[config.mk]
export PLATFORM = sky130hd
export DESIGN_NAME = mmio_uart_tx
export DESIGN_NICKNAME = d
export VERILOG_FILES = /design/src/rtl/uart_pkg.sv /design/src/rtl/uart_tx_fifo.sv /design/src/rtl/mmio_uart_tx.sv
export SDC_FILE = /design/constraint.sdc
export NUM_CORES = 1
export LEC_CHECK = 0
export CORE_MARGIN = 3
export CORE_UTILIZATION = 52
export CTS_BUF_LIST = sky130_fd_sc_hd__clkbuf_8 sky130_fd_sc_hd__clkbuf_16
export CTS_CLUSTER_SIZE = 16
export DETAILED_ROUTE_END_ITERATION = 7
export GPL_ROUTABILITY_DRIVEN = 0
export PLACE_DENSITY_LB_ADDON = 0.25
export REMOVE_ABC_BUFFERS = 1
export SYNTH_ARGS = -nofsm -noshare
export SYNTH_HDL_FRONTEND = slang
export SYNTH_SLANG_ARGS = --single-unit
[constraint.sdc]
create_clock -name CLK -period 4.17 [get_ports CLK]
set_input_delay 0.834 -clock CLK [delete_from_list [all_inputs] [get_ports CLK]]
set_output_delay 0.834 -clock CLK [all_outputs]
set_load 0.02 [all_outputs]
[src/rtl/uart_pkg.sv]
// rtl/uart_pkg.sv - shared FSM encoding, default addresses and status bit positions for the MMIO UART transmitter
package uart_pkg;

  // Transmit framing FSM states
  typedef enum logic [1:0] {
    ST_IDLE  = 2'd0,
    ST_START = 2'd1,
    ST_DATA  = 2'd2,
    ST_STOP  = 2'd3
  } uart_state_e;

  // Default register addresses
  localparam logic [31:0] DEF_DATA_ADDR = 32'hFFFF_FF00;
  localparam logic [31:0] DEF_STAT_ADDR = 32'hFFFF_FF04;

  // Status readback bit positions
  localparam int STAT_EMPTY_BIT = 0;
  localparam int STAT_FULL_BIT  = 1;
  localparam int STAT_OVF_BIT   = 2;
  localparam int STAT_BUSY_BIT  = 3;

  // Control write bit that clears the sticky overflow flag
  localparam int CTRL_CLR_OVF_BIT = 2;

endpackage

[src/rtl/uart_tx_fifo.sv]
// rtl/uart_tx_fifo.sv - byte FIFO feeding the UART transmitter, push/pop with same-edge push-when-full support
module uart_tx_fifo #(
  parameter int unsigned DEPTH = 8,
  parameter int unsigned DW    = 8
) (
  input  logic                     clk,
  input  logic                     rst_n,
  input  logic                     push,
  input  logic [DW-1:0]            push_data,
  input  logic                     pop,
  output logic [DW-1:0]            head,
  output logic                     full,
  output logic                     empty,
  output logic [$clog2(DEPTH):0]   count
);

  localparam int AW = $clog2(DEPTH);

  logic [DW-1:0] mem_q [DEPTH];
  logic [AW-1:0] wr_ptr_q, wr_ptr_d;
  logic [AW-1:0] rd_ptr_q, rd_ptr_d;
  logic [AW:0]   count_q, count_d;
  logic          push_ok, pop_ok;

  assign full  = (count_q == (AW+1)'(DEPTH));
  assign empty = (count_q == '0);
  assign count = count_q;
  assign head  = mem_q[rd_ptr_q];

  // A push into a full FIFO is only taken when a pop frees a slot on the same edge
  always_comb begin
    pop_ok   = pop && !empty;
    push_ok  = push && (!full || pop_ok);
    wr_ptr_d = push_ok ? wr_ptr_q + AW'(1) : wr_ptr_q;
    rd_ptr_d = pop_ok  ? rd_ptr_q + AW'(1) : rd_ptr_q;
    count_d  = count_q;
    if (push_ok && !pop_ok) count_d = count_q + (AW+1)'(1);
    if (pop_ok && !push_ok) count_d = count_q - (AW+1)'(1);
  end

  // Pointer and occupancy registers; pointers wrap naturally since DEPTH is a power of two
  always_ff @(posedge clk or negedge rst_n) begin
    if (!rst_n) begin
      wr_ptr_q <= '0;
      rd_ptr_q <= '0;
      count_q  <= '0;
    end else begin
      wr_ptr_q <= wr_ptr_d;
      rd_ptr_q <= rd_ptr_d;
      count_q  <= count_d;
    end
  end

  // Storage array; contents are don't-care while empty so it carries no reset
  always_ff @(posedge clk) begin
    if (push_ok) mem_q[wr_ptr_q] <= push_data;
  end

endmodule

[src/rtl/mmio_uart_tx.sv]
// rtl/mmio_uart_tx.sv - memory-mapped 8N1 UART transmitter with FIFO, sticky overflow and status readback
module mmio_uart_tx
  import uart_pkg::*;
#(
  parameter logic [31:0] UART_DATA_ADDR = DEF_DATA_ADDR,
  parameter logic [31:0] UART_STAT_ADDR = DEF_STAT_ADDR,
  parameter int unsigned CLKS_PER_BIT   = 4,
  parameter int unsigned FIFO_DEPTH     = 8
) (
  input  logic        CLK,
  input  logic        RESET,
  input  logic [31:0] DataAdr,
  input  logic [31:0] WriteData,
  input  logic        MemWrite,
  output logic [31:0] ReadData,
  output logic        TX,
  output logic        Busy
);

  localparam int          CW        = $clog2(FIFO_DEPTH) + 1;
  localparam logic [15:0] BAUD_LAST = 16'(CLKS_PER_BIT - 1);

  uart_state_e state_q, state_d;
  logic [15:0] baud_q, baud_d;
  logic [2:0]  bit_q, bit_d;
  logic [7:0]  shift_q, shift_d;
  logic        tx_q, tx_d;
  logic        ovf_q, ovf_d;

  logic          push, pop, clr_ovf;
  logic          fifo_full, fifo_empty;
  logic [7:0]    fifo_head;
  logic [CW-1:0] fifo_count;
  logic          baud_last;
  logic          unused_bits;

  assign push        = MemWrite && (DataAdr == UART_DATA_ADDR);
  assign clr_ovf     = MemWrite && (DataAdr == UART_STAT_ADDR) && WriteData[CTRL_CLR_OVF_BIT];
  assign baud_last   = (baud_q == BAUD_LAST);
  assign unused_bits = ^{WriteData[31:8], fifo_count};

  uart_tx_fifo #(
    .DEPTH (FIFO_DEPTH),
    .DW    (8)
  ) u_fifo (
    .clk       (CLK),
    .rst_n     (RESET),
    .push      (push),
    .push_data (WriteData[7:0]),
    .pop       (pop),
    .head      (fifo_head),
    .full      (fifo_full),
    .empty     (fifo_empty),
    .count     (fifo_count)
  );

  // Framing next-state: baud divider, bit counter, shift register and FIFO pop requests
  always_comb begin
    state_d = state_q;
    baud_d  = baud_q;
    bit_d   = bit_q;
    shift_d = shift_q;
    pop     = 1'b0;
    unique case (state_q)
      ST_IDLE: begin
        if (!fifo_empty) begin
          pop     = 1'b1;
          shift_d = fifo_head;
          baud_d  = '0;
          state_d = ST_START;
        end
      end
      ST_START: begin
        if (baud_last) begin
          baud_d  = '0;
          bit_d   = '0;
          state_d = ST_DATA;
        end else begin
          baud_d = baud_q + 16'd1;
        end
      end
      ST_DATA: begin
        if (baud_last) begin
          baud_d  = '0;
          shift_d = {1'b0, shift_q[7:1]};
          if (bit_q == 3'd7) state_d = ST_STOP;
          else               bit_d   = bit_q + 3'd1;
        end else begin
          baud_d = baud_q + 16'd1;
        end
      end
      ST_STOP: begin
        if (baud_last) begin
          baud_d = '0;
          if (!fifo_empty) begin
            pop     = 1'b1;
            shift_d = fifo_head;
            state_d = ST_START;
          end else begin
            state_d = ST_IDLE;
          end
        end else begin
          baud_d = baud_q + 16'd1;
        end
      end
      default: state_d = ST_IDLE;
    endcase
  end

  // Line level follows the state being entered so TX changes exactly on the transition edge
  always_comb begin
    tx_d = 1'b1;
    unique case (state_d)
      ST_START: tx_d = 1'b0;
      ST_DATA:  tx_d = shift_d[0];
      default:  tx_d = 1'b1;
    endcase
  end

  // Sticky overflow: a dropped byte wins over a same-edge clear
  always_comb begin
    ovf_d = (push && fifo_full && !pop) || (ovf_q && !clr_ovf);
  end

  // FSM, counters, shift register, registered TX and overflow flag
  always_ff @(posedge CLK or negedge RESET) begin
    if (!RESET) begin
      state_q <= ST_IDLE;
      baud_q  <= '0;
      bit_q   <= '0;
      shift_q <= '0;
      tx_q    <= 1'b1;
      ovf_q   <= 1'b0;
    end else begin
      state_q <= state_d;
      baud_q  <= baud_d;
      bit_q   <= bit_d;
      shift_q <= shift_d;
      tx_q    <= tx_d;
      ovf_q   <= ovf_d;
    end
  end

  assign TX   = tx_q;
  assign Busy = (state_q != ST_IDLE) || !fifo_empty;

  // Status readback decodes only the status address
  always_comb begin
    ReadData = '0;
    if (DataAdr == UART_STAT_ADDR) begin
      ReadData[STAT_EMPTY_BIT] = fifo_empty;
      ReadData[STAT_FULL_BIT]  = fifo_full;
      ReadData[STAT_OVF_BIT]   = ovf_q;
      ReadData[STAT_BUSY_BIT]  = Busy;
    end
  end

endmodule

# Word level (Yosys, flattened, before mapping)
# Memories as Yosys holds them, arrays and structs flattened.
# Cells that the tools add are included.
[word_totals]
ff_bits = 41
latchBits = 0
mem_bits_rw = 64
mem_bits_ro = 0
in_bits = 67
wordCells = 87
n_memories = 1
[memory_table]
columns = ["name", "depth", "width", "read_ports", "rd_clocked_by_memory_dff", "write_ports", "line_no", "rtl"]
rows = [
  ["u_fifo.mem_q", 8, 8, 1, 0, 1, "uart_tx_fifo.sv:19", "logic [DW-1:0] mem_q [DEPTH];"],
]
[op_classes]
add_sub_neg = 6
n_mul = 0
n_div = 0
n_lt_le_gt_ge = 0
eq_ne = 15
shift = 0
muxes = 27
bitwise_logic = 0
n_reduce_logical = 28
[ops]
columns = ["op", "n"]
rows = [
  ["32-bit == test (second input constant)", 2],
  ["16-bit two-way mux", 2],
  ["16-bit one-hot mux with 2 select lines", 1],
  ["8-bit two-way mux", 3],
  ["8-bit one-hot mux with 3 select lines", 1],
  ["16-bit by 1-bit adder with 16-bit output (second input constant)", 1],
  ["16-bit by 2-bit == test with 1-bit output (second input constant)", 1],
  ["4-bit two-way mux", 3],
  ["1-bit logical AND", 10],
  ["2-bit two-way mux", 5],
  ["2-bit != test (second input constant)", 5],
  ["3-bit by 1-bit adder with 3-bit output (second input constant)", 3],
  ["3-bit two-way mux", 3],
  ["2-bit one-hot mux with 4 select lines", 1],
  ["2-bit == test (second input constant)", 3],
  ["1-bit logical NOT", 6],
  ["3-bit one-hot mux with 2 select lines", 1],
  ["2-bit nonzero test", 3],
  ["1-bit two-way mux", 5],
  ["4-bit by 1-bit adder with 4-bit output (second input constant)", 1],
  ["2-bit by 1-bit == test with 1-bit output (second input constant)", 2],
  ["4-bit == test (second input constant)", 1],
  ["4-bit logical NOT", 1],
  ["1-bit one-hot mux with 2 select lines", 2],
  ["8 further kinds", 10],
]

# Depth between registers and ports, before layout
# Gate-level depths: netlist of the first run.
[logic_depth]
word_depth = 10
ltp_mapped = 14
depth_no_buf = 13

# By module
# From an unflattened synthesis of the first run, not the netlist that was laid out.
[unflattened]
hier_cells = 412
area_unflattened_um2 = 5298.8
[modules_own_cells]
columns = ["mod", "n_inst", "cells_each", "area_per_inst_um2"]
rows = [
  ["uart_tx_fifo", 1, 162, 3150.5],
  ["mmio_uart_tx", 1, 250, 2148.3],
]

# Worst setup path before layout of the first run
# Ideal clock, no wire load.
[synth_path]
path_type = "input to register"
startpoint = "in DataAdr[1]"
endpoint = "reg u_fifo.count_q[2] (netlist: u_fifo.count[2])"
setup_ns = 0.126
t_arrival_ns = 3.444
required_time_ns = 4.044
path_slack_ns = 0.600
cell_stages = 13
path_buffers = 1
path_cell_list = "or4b_2 nor4_1 nand3_1 nor3_2 buf_4 inv_1 ha_1 xor2_1 ha_1 a21oi_1 xor2_1 nor2_1 xor2_1"
[synth_between]
elab_chain_cells = 6
elab_cells_between_ends = 8
[synth_lines]
columns = ["element", "line_no", "rtl"]
rows = [
  ["start, declared", "mmio_uart_tx.sv:12", "input logic [31:0] DataAdr,"],
  ["32-bit == test *", "mmio_uart_tx.sv:37", "assign push = MemWrite && (DataAdr == UART_DATA_ADDR);"],
  ["1-bit logical AND *", "mmio_uart_tx.sv:37", ""],
  ["1-bit logical AND *", "uart_tx_fifo.sv:33", "push_ok = push && (!full || pop_ok);"],
  ["1-bit logical NOT", "uart_tx_fifo.sv:38", "if (pop_ok && !push_ok) count_d = count_q - (AW+1)'(1);"],
  ["1-bit logical AND", "uart_tx_fifo.sv:38", ""],
  ["4-bit two-way mux / 2-bit nonzero test (equally long branches)", "-", ""],
  ["end signal, assigned", "uart_tx_fifo.sv:50", "count_q <= count_d;"],
  ["end, declared", "uart_tx_fifo.sv:22", "logic [AW:0] count_q, count_d;"],
]
# Mark *: on every way between the ends. The rest lies on a longest branch, timed or not.
# A chain may end at the register's enable or synchronous reset.

# Worst setup path in the final report of the first run
[layout_path]
startpoint = "in DataAdr[1]"
endpoint = "out ReadData[1]"
[layout_between]
elab_chain_cells = 2
[layout_lines]
columns = ["element", "line_no", "rtl"]
rows = [
  ["32-bit == test", "mmio_uart_tx.sv:150", "if (DataAdr == UART_STAT_ADDR) begin"],
  ["4-bit two-way mux", "mmio_uart_tx.sv:150", ""],
  ["end, declared", "mmio_uart_tx.sv:15", "output logic [31:0] ReadData,"],
]
# Every way passes these cells.

==> results_dict.tcl, run 1 <==
set metrics [dict create \
    die_w_um 107 \
    routedWlPerCell_um 16.4 \
    synth_cell_types 61 \
    nets 546 \
    grt_pass1_wl_mm 16.6 \
    critPathSlowestCell "or4b_2" \
    timing.final.max_slew_violations 0 \
    setup_viol 0 \
    synth_edf_count 64 \
    io_buffers 48 \
    fin_crit_ns 3.98 \
    placed_cells 587 \
    p_sw_uw 443 \
    power_frac_seq_pct 60.6 \
    crit_fanout 4 \
    synthMostInstantiatedCell "edfxtp_1" \
    path_buf_inv 2 \
    yosys-top-cells-count "64 x edfxtp_1, 40 x dfrtp_1, 34 x o21ai_0, 29 x buf_4, 23 x nor2_1" \
    cts-root-buf "clkbuf_8" \
    layout-area-overhead-vs-synth_pct 14.7 \
    peakVddDrop_v 0.000231 \
    swShare_pct 23.1 \
    status "completed" \
    fin_ws_ns 0.188 \
    cts_tree "yes" \
    ys_ff_latch 105 \
    timing.final.crit_share_pct 95.5 \
    yosysTopAreaCellShare_pct 36.5 \
    fillCellCount 784 \
    post-dp-hpwl_mm 6.94 \
    register_area_sq_um 2950 \
    drt_iter0_drc 166 \
    cpLargestDelayFamily "simple AND/OR/NAND/NOR gates" \
    comb_power_share_pct 5.6 \
    ctsHoldBuffers 0 \
    track_usage_pct 18.6 \
    vias 3379 \
    hold_viol 0 \
    yosysSeqAreaShare_pct 56.0 \
    die_y_um 107 \
    grt_max_degree 42 \
    maxCapViolCount 0 \
    ios 101 \
    route.detailed.drc 0 \
    core.rowCount 36 \
    vias_per_cell 5.61 \
    clk_pin_slew_ns 0.09 \
    clock_latency_ns 0.37 \
    max_freq_mhz 251 \
    ys_warn_count 0 \
    cp.required_ns 3.34 \
    synth_area_leaders "edfxtp_1 36%, dfrtp_1 19%, mux4_2 6.8%, buf_4 4.1%, ha_1 3.3%" \
    core_sq_um 9820 \
    hold_path_class "reg2reg" \
    cts_buffers 9 \
    rsz0062_at_grt "no" \
    cp-start-kind "primary input" \
    dp_slack_ns -0.00406 \
    cp.arrival_ns 3.15 \
    max_slew.worst_pin.slew_ns 1.05 \
    htree_levels 3 \
    p_per_area_nw_per_um2 317 \
    crit_path_cell_trace "clkdlybuf4s50_1, or4b_2, nor4_4, nand3_2, nor2_1, clkdlybuf4s50_1" \
    drive_gt1_share_pct 13.9 \
    skew_ns 0.0102 \
    syn_area_sq_um 5270 \
    cell_internal_pwr_mw 1.47 \
    yosys.area.top_type "edfxtp_1" \
    synth_ff_type "edfxtp_1" \
    start_util_pct 53.6 \
    leakage_nw 2.30 \
    multi_input_area_sq_um 2110 \
    power_frac_clock_pct 33.8 \
    die_area_sq_um 11400 \
    antenna_found_initial 0 \
    grt_pass1_vias 3225 \
    fin_tns_setup_ns 0 \
    netlist_instances 411 \
    endpoint_kind "output pin" \
    synth_async_sr_flop_share_pct 39.0 \
    cpMostUsedCell "clkdlybuf4s50_1" \
    diodes 0 \
    clkSinkCount 105 \
    wirelength_mm 9.90 \
    final_cells 602 \
    syn_area_per_cell_sq_um 12.8 \
    slew_headroom_pct 30.1 \
    crit_type "in2out" \
    ant_nets 0 \
    slowest_delay_ns 0.70 \
    drt_pre_antenna_iters 4 \
    clock_path_buffers 2 \
    grt_overflow 0 \
]
[worst reg2reg max path, cell delays in order (launching register included)]
cell      delay [ns]
dfrtp_1         0.42
ha_1            0.25
or4b_1          0.59
nor4_4          0.17
buf_4           0.20
a221oi_2        0.11
nor3_2          0.21
inv_1           0.09
ha_1            0.25
xor2_1          0.17
ha_1            0.19
a21oi_1         0.15
xor2_1          0.15
nor2_1          0.06
xor2_1          0.14
[cells in the final DEF (no fill, tap or decap), types with 3 or more instances in the layout]
master,Yosys,layout
clkdlybuf4s50_1,0,47
xor2_1,9,9
buf_4,29,13
and3_1,4,4
xnor2_1,3,3
nor4_1,7,5
mux2_2,5,5
nor2_1,23,23
and4_1,3,3
o21ai_0,34,34
a41oi_1,3,3
and4b_1,3,3
a21oi_1,17,17
nand2_1,22,22
dfrtp_1,40,40
nand3_1,9,8
inv_1,9,9
mux4_2,16,16
edfxtp_1,64,64
nor3_1,8,8
inv_6,0,4
ha_1,14,14
or4_1,4,4
nand4_1,11,11
conb_1,1,28
clkbuf_8,0,9
a22oi_1,6,6
a22o_1,5,5
mux2i_1,8,8
[state kept, by name, indices dropped and copies added, names as in the netlist]
register and count:
state_q 2, TX 1, bit_q 3, u_fifo.count 4, u_fifo.rd_ptr_q 3, baud_q 16
u_fifo.wr_ptr_q 3, shift_q 8, u_fifo.mem_q 64, ovf_q 1
[power by group through the flow]
stage	Combinational, mW	Clock, mW	Sequential [mW]
final	0.108	0.647	1.16
after global routing	0.124	0.707	1.16
after CTS	0.108	0.671	1.16
after detailed placement	0.109	0	1.18
after global placement	0.104	0	1.18
after floorplan	0.0489	0	1.18
[area by class of cell]
| type | instances | area share, % |
|---|---|---|
| Clock inverter | 6 | 1.35 |
| Inverter | 9 | 0.559 |
| Clock buffer | 9 | 2.05 |
| Timing Repair Buffer | 61 | 9.48 |
| Sequential cell | 105 | 48.8 |
| Multi-Input combinational cell | 279 | 35.0 |
| Tap cell | 133 | 2.75 |
[worst paths after layout]
check / cells after the start / slack [ns] / start / end
max in group asynchronous: 1 / 2.98 / RESET / ovf_q
max reg2reg: 14 / 0.91 / baud_q[0] / u_fifo.count[2]
min reg2reg: 2 / 0.52 / shift_q[7] / shift_q[6]
min: 2 / 0.52 / shift_q[7] / shift_q[6]
max: 6 / 0.19 / DataAdr[1] / ReadData[1]
min in group asynchronous: 1 / 0.60 / RESET / baud_q[3]
[through the flow]
| stage | power [mW] | area, sq um | hold WS [ns] | util [%] |
|---|---|---|---|---|
| finish | 1.92 | 6040 | 0.518 | 61.5 |
| global route | 2.00 | 6040 | 0.568 | 61.5 |
| CTS | 1.94 | 6030 | 0.532 | 61.4 |
| detailed placement | 1.29 | 5820 | 0.500 | 59.2 |
| global placement | 1.29 | 5820 | 0.497 | 59.2 |
| floorplan | 1.22 | 5070 | 0.466 | - |
[layer usage]
metal  vias up  GRT usage (%)  wire, um
met5         -              0         0
met4         0           5.11        97
met3         8           3.61       334
met2        61           31.2      5110
met1      1682           24.9      4360
li1       1628              -         -
[repair_timing]
| item | CTS | global route |
|---|---|---|
| gates resized for setup | 1 | 2 |
| endpoints found under the setup margin | 1 | 4 |
| buffers inserted | 0 | 0 |
[kinds of logic (layout without fill, tap and decap cells)]
kind of cell	Yosys count	count (layout)	synth area share, %
compound gates	80	80	9.74
xor+xnor	12	12	2.00
fa+ha+maj	14	14	3.33
buf+inv	54	85	6.27
flops	105	105	56.0
mux	29	29	9.43
other cells	1	28	0.0712
simple gates	116	116	13.2
Power figures use the tool's default switching activity.
==> inputs of run 2 (changes only) <==
--- a/config.mk
+++ b/config.mk
@@ -12,7 +12,7 @@
 export DETAILED_ROUTE_END_ITERATION = 7
 export GPL_ROUTABILITY_DRIVEN = 0
 export PLACE_DENSITY_LB_ADDON = 0.25
-export REMOVE_ABC_BUFFERS = 1
+export SLEW_MARGIN = 5
 export SYNTH_ARGS = -nofsm -noshare
 export SYNTH_HDL_FRONTEND = slang
 export SYNTH_SLANG_ARGS = --single-unit
==> results_dict.tcl, run 2 (synthesis results as in run 1) <==
set metrics [dict create \
    htree_levels 3 \
    peakVddDrop_v 0.000168 \
    ant_nets 0 \
    final_common_cell "edfxtp_1" \
    register_area_sq_um 2950 \
    timing.final.crit_share_pct 97.2 \
    clkSinkCount 105 \
    cp-start-kind "primary input" \
    grt_overflow 0 \
    route.detailed.drc 0 \
    die_y_um 107 \
    p_per_area_nw_per_um2 324 \
    clk_pin_slew_ns 0.11 \
    core_sq_um 9820 \
    startpoint "DataAdr[1]" \
    slew_headroom_pct 28.9 \
    largest_reg_flops 64 \
    timing.final.max_slew_violations 0 \
    clock_latency_ns 0.37 \
    max_slew.worst_pin.slew_ns 1.07 \
    cell_internal_pwr_mw 1.48 \
    drt_iter0_drc 161 \
    drive_gt1_share_pct 12.6 \
    routedWlPerCell_um 16.8 \
    crit_type "in2out" \
    clock_path_buffers 2 \
    post-dp-hpwl_mm 6.86 \
    vias 3421 \
    fin_tns_setup_ns 0 \
    slowest_delay_ns 0.67 \
    status "completed" \
    layout-area-overhead-vs-synth_pct 13.5 \
    final_cells 595 \
    die_area_sq_um 11400 \
    fin_crit_ns 4.05 \
    regMostFlops "u_fifo.mem_q" \
    grt_max_degree 42 \
    reg2reg_from "baud_q[0]" \
    diodes 0 \
    cts_buffers 9 \
    hold_path_class "reg2reg" \
    final_cell_mix "64 x edfxtp_1, 47 x clkdlybuf4s50_1, 40 x dfrtp_1, 34 x o21ai_0, 28 x conb_1" \
    vias_per_cell 5.75 \
    p_sw_uw 462 \
    crit_fanout 4 \
    cpMostUsedCell "clkdlybuf4s50_1" \
    endpoint_kind "output pin" \
    critPathSlowestCell "or4b_2" \
    cp.required_ns 3.34 \
    cts-root-buf "clkbuf_8" \
    reg_top3 "u_fifo.mem_q (64), baud_q (16), shift_q (8)" \
    grt_use_met1_pct 25.0 \
    leakage_nw 2.25 \
    drt_pre_antenna_iters 6 \
    finalInstanceArea_sq_um 5980 \
    core.rowCount 36 \
    rsz0062_at_grt "no" \
    grt.met3_usage_pct 3.73 \
    cp.arrival_ns 3.22 \
    placed_cells 579 \
    hold_viol 0 \
    hp-start "shift_q[7]" \
    busiest_layer "met2" \
    power_frac_seq_pct 59.9 \
    antenna_found_initial 0 \
    fillCellCount 793 \
    multi_input_area_sq_um 2110 \
    start_util_pct 53.6 \
    io_buffers 48 \
    placed_area_sq_um 5760 \
    wirelength_mm 9.99 \
    grt_pass1_vias 3410 \
    skew_ns 0.0176 \
    grt_pass1_wl_mm 16.6 \
    crit_path_cell_trace "clkdlybuf4s50_1, or4b_2, nor4_2, nand3_2, nor2_1, clkdlybuf4s50_1" \
    comb_power_share_pct 5.5 \
    cpLargestDelayFamily "simple AND/OR/NAND/NOR gates" \
    ios 101 \
    maxCapViolCount 0 \
    track_usage_pct 18.6 \
    nets 538 \
    postCtsSetupBuffers 0 \
    die_w_um 107 \
    cts_tree "yes" \
    path_buf_inv 2 \
    swShare_pct 23.8 \
    power_frac_clock_pct 34.5 \
    use_met2_pct 30.9 \
    setup_viol 0 \
    max_freq_mhz 247 \
]
## run 2: layer usage
| layer | share of wire, % | up-vias |
|---|---|---|
| li1 | - | 1611 |
| met3 | 6.0 | 11 |
| met2 | 49 | 124 |
| met1 | 43 | 1675 |
| met4 | 1.1 | 0 |
| met5 | 0 | - |
## run 2: power by group through the flow
stage                     clock network (mW)  registers, mW  logic [mW]
after detailed placement                   0           1.18       0.109
final                                  0.669           1.16       0.107
after floorplan                            0           1.18      0.0692
after CTS                              0.681           1.16       0.108
after global routing                   0.716           1.17       0.121
after global placement                     0           1.18       0.105
## run 2: area by class of cell
class	instances	area share, %
Sequential cell	105	49.3
Multi-Input combinational cell	279	35.2
Timing Repair Buffer	53	8.58
Tap cell	133	2.78
Clock buffer	9	2.07
Clock inverter	7	1.44
Inverter	9	0.565
## run 2: path summary, 6_finish.rpt
check                                  end  slack [ns]  cells after the start
min in group asynchronous        baud_q[8]        0.60                      1
hold / removal                  shift_q[6]        0.52                      2
setup reg to reg           u_fifo.count[2]        0.77                     13
hold reg to reg                 shift_q[6]        0.52                      2
max in group asynchronous       shift_q[4]        2.98                      1
setup / recovery               ReadData[0]        0.12                      6
## run 2: repair_timing
action / CTS / global route
pin swaps: 1 / 0
hold endpoints to repair: 0 / 0
resized for setup: 1 / 1
hold buffers: 0 / 0
endpoints found under the setup margin: 4 / 4
## run 2: worst min-delay path: stages (launching register included)
cell     delay [ns]
dfrtp_1        0.36
a22oi_1        0.07
o21ai_0        0.07
## run 2: per-stage QoR
stage	setup slack, ns	hold WS, ns	total power, mW	util [%]
finish	0.116	0.519	1.94	60.9
global route	0.0221	0.558	2.00	60.9
CTS	0.0468	0.522	1.95	60.8
detailed placement	-0.0268	0.496	1.29	58.6
floorplan	0.600	0.466	1.24	-
global placement	0.0138	0.482	1.29	58.6
==> inputs of run 3 (changes only) <==
--- a/config.mk
+++ b/config.mk
@@ -10,7 +10,6 @@
 export CTS_BUF_LIST = sky130_fd_sc_hd__clkbuf_8 sky130_fd_sc_hd__clkbuf_16
 export CTS_CLUSTER_SIZE = 16
 export DETAILED_ROUTE_END_ITERATION = 7
-export GPL_ROUTABILITY_DRIVEN = 0
 export PLACE_DENSITY_LB_ADDON = 0.25
 export SLEW_MARGIN = 5
 export SYNTH_ARGS = -nofsm -noshare
==> results of run 3 <==
The final DEF is identical to that of run 2; final timing and power are the same.
